**config.mk**
```make
export PLATFORM = sky130hd
export DESIGN_NAME = uart_tx_queue
export DESIGN_NICKNAME = d
export VERILOG_FILES = /design/src/rtl/uart_pkg.sv /design/src/rtl/sync_fifo.sv /design/src/rtl/uart_tx_queue.sv
export SDC_FILE = /design/constraint.sdc
export NUM_CORES = 1
export LEC_CHECK = 0
export CAP_MARGIN = 20
export CELL_PAD_IN_SITES_DETAIL_PLACEMENT = 1
export CELL_PAD_IN_SITES_GLOBAL_PLACEMENT = 2
export CORE_MARGIN = 8
export CORE_UTILIZATION = 41
export CTS_CLUSTER_DIAMETER = 60
export DETAILED_ROUTE_END_ITERATION = 8
export PLACE_DENSITY = 0.85
export REMOVE_ABC_BUFFERS = 1
export SETUP_SLACK_MARGIN = 0.02
export SLEW_MARGIN = 20
export SYNTH_ARGS = -nofsm -noshare
export SYNTH_HDL_FRONTEND = slang
export SYNTH_SLANG_ARGS = --single-unit
```
**constraint.sdc**
```tcl
create_clock -name sys_clk -period 2.1 [get_ports sys_clk]
set_clock_uncertainty 0.15 [all_clocks]
set_input_delay 0.21 -clock sys_clk [delete_from_list [all_inputs] [get_ports sys_clk]]
set_output_delay 0.21 -clock sys_clk [all_outputs]
set_load 0.02 [all_outputs]
```
**src/rtl/uart_pkg.sv**
```systemverilog
`default_nettype none
// ============================================================================
// Module   : uart_pkg
// Brief    : Shared UART types and defaults for the transmit queue.
// Revision : 1.0 - initial release
// ============================================================================
package uart_pkg;

    localparam int UART_CLKS_PER_BYTE_DEFAULT = 300;

    typedef logic [7:0] uart_byte_t;

    typedef enum logic [1:0] {
        IDLE = 2'd0,
        SEND = 2'd1,
        GAP  = 2'd2
    } pacer_state_t;

endpackage
`default_nettype wire

```
**src/rtl/sync_fifo.sv**
```systemverilog
`default_nettype none
// ============================================================================
// Module   : sync_fifo
// Brief    : Single-clock byte FIFO with registered flags and sticky overflow.
// Revision : 1.0 - initial release
// ============================================================================
module sync_fifo
    import uart_pkg::*;
#(
    parameter int DEPTH = 16
) (
    input  logic                     clk,
    input  logic                     rst,
    input  logic                     i_push,
    input  logic [7:0]               i_push_data,
    input  logic                     i_pop,
    output logic [7:0]               o_head,
    output logic                     o_full,
    output logic                     o_empty,
    output logic [$clog2(DEPTH):0]   o_level,
    output logic                     o_overflow,
    input  logic                     i_clr_overflow
);

    localparam int c_ptr_w = $clog2(DEPTH);
    localparam int c_lvl_w = c_ptr_w + 1;
    localparam logic [c_lvl_w-1:0] c_depth = c_lvl_w'(DEPTH);

    uart_byte_t         r_mem [DEPTH];
    logic [c_ptr_w-1:0] r_wr_ptr;
    logic [c_ptr_w-1:0] r_rd_ptr;
    logic [c_lvl_w-1:0] r_level;
    logic [c_lvl_w-1:0] w_level_nxt;
    logic               r_full;
    logic               r_empty;
    logic               r_overflow;
    logic               w_push_ok;
    logic               w_pop_ok;
    logic               w_drop;

    // Acceptance uses the flags registered before this cycle's pop.
    assign w_push_ok = i_push & ~r_full;
    assign w_pop_ok  = i_pop & ~r_empty;
    assign w_drop    = i_push & r_full;

    always_comb begin
        w_level_nxt = r_level;
        case ({w_push_ok, w_pop_ok})
            2'b10:   w_level_nxt = r_level + 1'b1;
            2'b01:   w_level_nxt = r_level - 1'b1;
            default: w_level_nxt = r_level;
        endcase
    end

    always_ff @(posedge clk) begin
        if (rst) begin
            r_wr_ptr   <= '0;
            r_rd_ptr   <= '0;
            r_level    <= '0;
            r_full     <= 1'b0;
            r_empty    <= 1'b1;
            r_overflow <= 1'b0;
        end else begin
            if (w_push_ok) r_wr_ptr <= r_wr_ptr + 1'b1;
            if (w_pop_ok)  r_rd_ptr <= r_rd_ptr + 1'b1;
            r_level <= w_level_nxt;
            r_full  <= (w_level_nxt == c_depth);
            r_empty <= (w_level_nxt == '0);
            if (w_drop)              r_overflow <= 1'b1;
            else if (i_clr_overflow) r_overflow <= 1'b0;
        end
    end

    always_ff @(posedge clk) begin
        if (w_push_ok) r_mem[r_wr_ptr] <= i_push_data;
    end

    assign o_head     = r_mem[r_rd_ptr];
    assign o_full     = r_full;
    assign o_empty    = r_empty;
    assign o_level    = r_level;
    assign o_overflow = r_overflow;

endmodule
`default_nettype wire

```
**src/rtl/uart_tx_queue.sv**
```systemverilog
`default_nettype none
// ============================================================================
// Module   : uart_tx_queue
// Brief    : Buffers command bytes and paces them out to uart_hs.
// Revision : 1.0 - initial release
// ============================================================================
module uart_tx_queue
    import uart_pkg::*;
#(
    parameter int DEPTH         = 16,
    parameter int CLKS_PER_BYTE = UART_CLKS_PER_BYTE_DEFAULT
) (
    input  logic                   sys_clk,
    input  logic                   sys_rst,
    input  logic                   push,
    input  logic [7:0]             push_data,
    output logic                   full,
    output logic                   empty,
    output logic [$clog2(DEPTH):0] level,
    output logic                   overflow,
    input  logic                   clr_overflow,
    output logic                   uart_send,
    output logic [7:0]             tx_data,
    output logic                   tx_busy
);

    localparam int c_gap_w = (CLKS_PER_BYTE > 2) ? $clog2(CLKS_PER_BYTE - 1) : 1;
    localparam logic [c_gap_w-1:0] c_gap_load = c_gap_w'(CLKS_PER_BYTE - 2);

    pacer_state_t       r_state;
    pacer_state_t       w_state_nxt;
    logic [c_gap_w-1:0] r_gap_cnt;
    logic               w_pop;
    uart_byte_t         w_head;
    uart_byte_t         r_tx_data;
    logic               r_uart_send;

    sync_fifo #(
        .DEPTH (DEPTH)
    ) u_fifo (
        .clk            (sys_clk),
        .rst            (sys_rst),
        .i_push         (push),
        .i_push_data    (push_data),
        .i_pop          (w_pop),
        .o_head         (w_head),
        .o_full         (full),
        .o_empty        (empty),
        .o_level        (level),
        .o_overflow     (overflow),
        .i_clr_overflow (clr_overflow)
    );

    always_comb begin
        w_state_nxt = r_state;
        w_pop       = 1'b0;
        case (r_state)
            IDLE: if (!empty) w_state_nxt = SEND;
            SEND: begin
                w_pop       = 1'b1;
                w_state_nxt = GAP;
            end
            GAP:  if (r_gap_cnt == '0) w_state_nxt = empty ? IDLE : SEND;
            default: w_state_nxt = IDLE;
        endcase
    end

    // Outputs are loaded on entry to SEND so the pulse and data coincide with it.
    always_ff @(posedge sys_clk) begin
        if (sys_rst) begin
            r_state     <= IDLE;
            r_gap_cnt   <= '0;
            r_uart_send <= 1'b0;
            r_tx_data   <= '0;
        end else begin
            r_state     <= w_state_nxt;
            r_uart_send <= (w_state_nxt == SEND);
            if (w_state_nxt == SEND) r_tx_data <= w_head;
            if (r_state == SEND)
                r_gap_cnt <= c_gap_load;
            else if (r_state == GAP && r_gap_cnt != '0)
                r_gap_cnt <= r_gap_cnt - 1'b1;
        end
    end

    assign uart_send = r_uart_send;
    assign tx_data   = r_tx_data;
    assign tx_busy   = !empty || (r_state != IDLE);

endmodule
`default_nettype wire

```
## After elaboration in Yosys (flattened, before gate mapping)

Memory sizes are Yosys's and may differ from the RTL's. A register that Yosys moved wholly into a read port is not among the register bits.
Cells that the tools add are included.

- $add $sub $neg: 5
- Equality and inequality tests: 6
- Mux-type cells: 12
- Bitwise operators: 5
- Reductions and logical operators: 11

Operator list:

| operator | count |
|---|---|
| 2-to-1 mux 9 bit | 2 |
| one-hot mux 5 bit (2 select lines) | 1 |
| logical NOT 9 bit | 1 |
| nonzero test 9 bit | 1 |
| subtractor 9 x 1 -> 9 bit (second input constant) | 1 |
| adder 4 x 1 -> 4 bit (second input constant) | 2 |
| equality test 2 x 1 -> 1 bit (second input constant) | 3 |
| 2-to-1 mux 1 bit | 6 |
| one-hot mux 2 bit (3 select lines) | 1 |
| nonzero test 2 bit | 3 |
| adder 5 x 1 -> 5 bit (second input constant) | 1 |
| equality test 5 bit (second input constant) | 1 |
| logical NOT 5 bit | 1 |
| subtractor 5 x 1 -> 5 bit (second input constant) | 1 |
| equality test 2 bit (second input constant) | 2 |
| 2-to-1 mux 2 bit | 2 |
| bitwise AND 1 bit | 3 |
| logical NOT 2 bit | 1 |
| NOT 1 bit | 2 |
| OR reduction 2 bit | 1 |
| logical AND 1 bit | 1 |
| logical NOT 1 bit | 1 |
| logical OR 1 bit | 1 |

- Register bits after elaboration: 28
- Memory bits (writable): 128
- Input bits: 12
- Output and inout port bits: 18
- Logic and storage cells: 50
- Memories kept: 1

Memories:

| name | words | bits a word | read ports | clocked after memory_dff | wr ports | line | source |
|---|---|---|---|---|---|---|---|
| u_fifo.r_mem | 16 | 8 | 1 | 1 | 1 | sync_fifo.sv:29 | `uart_byte_t r_mem [DEPTH];` |

## Longest topological paths before layout

- Depth in word-level cells: 6
- Depth in mapped cells: 12
- Mapped depth without buffers: 11

## By module

Synthesis repeated with hierarchy kept, for this count alone.

- Cell total of the unflattened synthesis: 403
- Area total of the unflattened synthesis: 6839.1 um2

By module, submodules not included:

| module | times used | cells an instance | area an instance (um2) | seq. area each (um2) |
|---|---|---|---|---|
| sync_fifo | 1 | 307 | 5911.9 | 4244.1 |
| uart_tx_queue | 1 | 96 | 927.1 | 400.4 |

## Worst setup path before layout

OpenSTA, ideal clock, no wires.

- Kind: reg-to-reg
- Start point: reg u_fifo.r_full, in the netlist u_fifo.o_full
- End point: reg u_fifo.r_empty, in the netlist u_fifo.o_empty
- Arrival: 2.159 ns
- Required time: 1.855 ns
- Setup slack: -0.305 ns
- Stages on the path, launching flop included: 12
- Period minus slack after synthesis: 2.405 ns
- Cell sequence: dfxtp_1 -> nor2b_1 -> buf_2 -> inv_2 -> nand2_1 -> xnor2_1 -> ha_1 -> a21o_1 -> and3_1 -> o31ai_1 -> o31ai_1 -> a221oi_1

- Longest elaborated chain between the ends: 5
- Elaborated cells on any way between the ends: 6
- Those cells by class: 2 x eq/ne; 1 x mux; 2 x bitwise; 1 x reduce/logical

Ends and longest elaborated chain:

| what | line | source |
|---|---|---|
| start, declared | sync_fifo.sv:34 | `logic r_full;` |
| start signal, assigned | sync_fifo.sv:67 | `r_full <= (w_level_nxt == c_depth);` |
| NOT 1 bit (*) | sync_fifo.sv:42 | `assign w_push_ok = i_push & ~r_full;` |
| bitwise AND 1 bit (*) | sync_fifo.sv:42 |  |
| equality test 2 x 1 -> 1 bit / equality test 2 bit (equally long branches) | sync_fifo.sv:48 | `case ({w_push_ok, w_pop_ok})` |
| one-hot mux 5 bit (2 select lines) (*) | sync_fifo.sv:48 |  |
| logical NOT 5 bit (*) | sync_fifo.sv:68 | `r_empty <= (w_level_nxt == '0);` |
| end signal, assigned | sync_fifo.sv:68 |  |
| end, declared | sync_fifo.sv:35 | `logic r_empty;` |

Mark *: on every way between the ends. The rest lies on a longest branch, timed or not.
A chain may end at the register's enable or synchronous reset.

## Worst setup path in the final report

- Start point: reg r_state[1]
- End point: reg u_fifo.r_empty, in the netlist u_fifo.o_empty

- Longest elaborated chain between the ends: 6
- Elaborated cells on any way between the ends: 7
- Those cells by class: 3 x eq/ne; 2 x mux; 1 x bitwise; 1 x reduce/logical

Ends and longest elaborated chain:

| what | line | source |
|---|---|---|
| start, declared | uart_tx_queue.sv:30 | `pacer_state_t r_state;` |
| start signal, assigned | uart_tx_queue.sv:76 | `r_state <= w_state_nxt;` |
| equality test 2 x 1 -> 1 bit (*) | uart_tx_queue.sv:57 | `case (r_state)` |
| 2-to-1 mux 1 bit (*) | uart_tx_queue.sv:57 |  |
| bitwise AND 1 bit (*) | sync_fifo.sv:43 | `assign w_pop_ok = i_pop & ~r_empty;` |
| equality test 2 x 1 -> 1 bit / equality test 2 bit (equally long branches) | sync_fifo.sv:48 |  |
| one-hot mux 5 bit (2 select lines) (*) | sync_fifo.sv:48 |  |
| logical NOT 5 bit (*) | sync_fifo.sv:68 |  |

Marks and branches as above.

==> flow_metrics.env <==
export IMPL_outcome="finished with violations"
export IMPL_violations="negative setup slack"
export IMPL_clkTransAtPathRegs_ns=0.07
export IMPL_nets=507
export IMPL_worstPathRequired_ns=2.29
export IMPL_numCtsBuffers=17
export IMPL_die_y_um=144
export IMPL_synth_edf_count=128
export IMPL_min_from="push"
export IMPL_dieWidth_um=144
export IMPL_grt_antenna_before_repair=0
export IMPL_period_needed_ns=2.35
export IMPL_gp_congestion=0.782
export IMPL_netlist_area_sq_um=6760
export IMPL_drv_cap=0
export IMPL_dpl_worst_slack_ns=-0.720
export IMPL_core_area_sq_um=16300
export IMPL_setup_viol=8
export IMPL_vias_per_cell=5.42
export IMPL_hold_viol=0
export IMPL_slowest_stage="dfxtp_2"
export IMPL_path_max_fanout=4
export IMPL_grt_busiest_layer="met2"
export IMPL_r2r_start="r_state[1]"
export IMPL_synthTopCellsByArea="edfxtp_1 57%, mux4_1 12%, dfxtp_1 11%"
export IMPL_rsz0062_at_grt="true"
export IMPL_synth_cell_types=50
export IMPL_r2r_end="u_fifo.o_empty"
export IMPL_p_total_mw=9.35
export IMPL_final_cells=720
export IMPL_cts_tree="yes"
export IMPL_dpl_hpwl_um=10300
export IMPL_cp_depth=9
export IMPL_dp_cells=675
export IMPL_hold_buffers=0
export IMPL_worstMarginPinSlew_ns=0.666
export IMPL_initial_utilization_pct=41.3
export IMPL_slowest_delay_ns=0.34
export IMPL_period_share_pct=112
export IMPL_crit_type="flop to flop"
export IMPL_cts_sinks=164
export IMPL_syn_inst=398
export IMPL_setup_ws_ns=-0.245
export IMPL_grt_pass1_wl_um=24800
export IMPL_ff2ff_setup_slack_ns=-0.25
export IMPL_relSlewSlack_pct=55.4
export IMPL_crit_path_start_kind="flop"
export IMPL_grt_overflow_total=0
export IMPL_hp_class="primary input to flop"
export IMPL_hold_path_depth=3
export IMPL_rr_worst_depth=9
export IMPL_io_pins=30
export IMPL_rows=47
export IMPL_synth_area_per_cell_sq_um=17.0
export IMPL_grtUsageMet1_pct=20.1
export IMPL_power_density_nw_per_um2=1090
export IMPL_path_delay_family="compound AO/OA/AOI/OAI gates"
export IMPL_max_freq_mhz=426
export IMPL_firstDrtPassIters=4
export IMPL_cts_root_buf="clkbuf_16"
export IMPL_first_global_vias=4159
export IMPL_clockBufferDepth=2
export IMPL_drt_total_wl_um=16600
export IMPL_area_delta_synth_final_pct=26.6
export IMPL_die_area_sq_um=20800
export IMPL_design_area_sq_um=8550
export IMPL_path_buf_inv=0
export IMPL_finalMaxSlewViolations=0
export IMPL_synth_main_ff_cell="edfxtp_1"
export IMPL_crit_top_cell="o31ai_4"
export IMPL_cp_arrival_ns=2.53
export IMPL_track_usage_pct=16.4
export IMPL_nFillCells=1567
export IMPL_io_buffer_count=29
export IMPL_grt_use_met3_pct=3.57
export IMPL_route_detailed_drc=0
export IMPL_crit_chain="nor3b_4 > nand2_2 > xnor2_2 > ha_4 > a21o_1 > and3_4 > o31ai_4 > o31ai_4 > a221oi_2"
export IMPL_ys_seq_area_share_pct=67.6
export IMPL_worstSetupEndpointType="flop"
export IMPL_yosys_area_top_type="edfxtp_1"
export IMPL_wl_per_cell_um=23.1
export IMPL_place_area_sq_um=7600
export IMPL_async_flop_share_pct=0
export IMPL_vias=3904
export IMPL_ant_nets=0
export IMPL_clk_insertion_delay_late_ns=0.43
export IMPL_diodes=0
export IMPL_peakVddDrop_mv=0.597
export IMPL_htreeDepth=4
export IMPL_grt_max_degree=36
export IMPL_drt_iter0_drc=253
export IMPL_whs_endpoint="u_fifo.o_overflow"
export IMPL_whs_ns=0.214
export IMPL_met2_usage_pct=27.4
export IMPL_drive_gt1_share_pct=32.6
export IMPL_ys_warn_count=0
export IMPL_synth_seq_cells=164
export IMPL_leakage_nw=2.88
export IMPL_yosysTopAreaCellShare_pct=56.9
[placed cells by master, fill, tap and decap left out, drive strengths merged, types with 2 or more instances in the layout]
cell type,n
a211oi,4
a21oi,7
a31oi,2
a41oi,2
buf,61
bufinv,3
clkbuf,17
clkdlybuf4s50,29
clkinv,8
dfxtp,36
edfxtp,128
ha,8
inv,22
mux2i,4
mux4,40
nand2,16
nand2b,6
nand3,3
nand4,4
nand4b,2
nor2,37
nor2b,4
nor3,9
nor3b,4
o21ai,2
o2bb2ai,8
o31ai,3
or3,2
xnor2,5
xor2,9
[worst register-to-register path, stage by stage, from the launching register on]
cell and delay [ns]:
dfxtp_2 0.34, nor3b_4 0.27, nand2_2 0.13, xnor2_2 0.17, ha_4 0.19, a21o_1 0.18, and3_4 0.21, o31ai_4 0.23
o31ai_4 0.13, a221oi_2 0.26
[cells by family (layout without fill, tap and decap cells)]
kind of cell	after synthesis	after routing	synth area share (%)
compound gates	36	36	3.94
xor+xnor	14	14	1.81
fa+ha+maj	8	8	1.48
buf+inv	39	141	2.72
flops	164	164	67.6
mux	44	44	15.6
simple gates	93	93	6.89
[worst max path at each step]
stage                            start              to  slack (ns)
finish                      r_state[1]  u_fifo.o_empty       -0.25
CTS                     u_fifo.o_empty  u_fifo.o_empty       -0.20
global route                r_state[1]  u_fifo.o_empty       -0.33
detailed placement                push  u_fifo.o_empty       -0.72
global placement                  push  u_fifo.o_empty       -0.53
floorplan           u_fifo.r_rd_ptr[0]      tx_data[0]       -0.59
[per-layer routing]
layer / routed length, um / vias up
met4: 446 / 0
met2: 8500 / 121
met3: 722 / 31
li1: - / 1738
met5: 0 / -
met1: 6970 / 2014
[registers in the layout (all words and copies together) (netlist names), 2 cells and up]
signal and cells:
u_fifo.r_mem 128, u_fifo.r_wr_ptr 4, r_gap_cnt 9, tx_data 8
u_fifo.o_level 5, u_fifo.r_rd_ptr 4, r_state 2
[stage by stage]
step                      utilization, %  TNS [ns]
final                               52.3    -0.745
after detailed placement            46.5     -4.67
after global placement              46.5     -2.32
after global routing                52.3     -1.41
after floorplan                        -     -7.90
after CTS                           51.6    -0.583
[cells in the mapped netlist, types with 3 or more instances]
cell type,number
a211oi_1,4
a21oi_1,6
buf_2,3
buf_6,3
clkbuf_1,11
clkinv_1,8
dfxtp_1,36
edfxtp_1,128
ha_1,8
inv_1,10
mux2i_1,4
mux4_1,30
mux4_2,10
nand2_1,16
nand2b_1,6
nand3_1,3
nand4_1,4
nor2_1,37
nor2b_1,4
nor3_1,9
nor3b_1,3
o2bb2ai_1,8
o31ai_1,3
xnor2_1,5
xor2_1,9
[power by group]
part / total (mW) / internal [mW] / switching [mW]
Combinational: 2.21 / 1.10 / 1.10
Clock: 3.29 / 1.93 / 1.36
Sequential: 3.86 / 3.70 / 0.159
Total: 9.35 / 6.73 / 2.62
[final cells by class]
type                    count  area (sq um)  area share, %
multi-input cells         195          2130           24.9
flip-flops and latches    164          4570           53.5
repair buffers             90           865           10.1
clock inverters            15           211           2.47
clock buffers              17           425           4.98
inverters                  19          71.3          0.834
well taps                 220           275           3.22
[timing repair]
item | 4_1_cts | 5_1_grt
cloned | 3 | 0
resized for setup | 46 | 26
setup endpoints to repair | 13 | 20
setup buffers | 5 | 5
pin swaps | 9 | 10
Note: power is estimated with default switching activity, not from simulation.
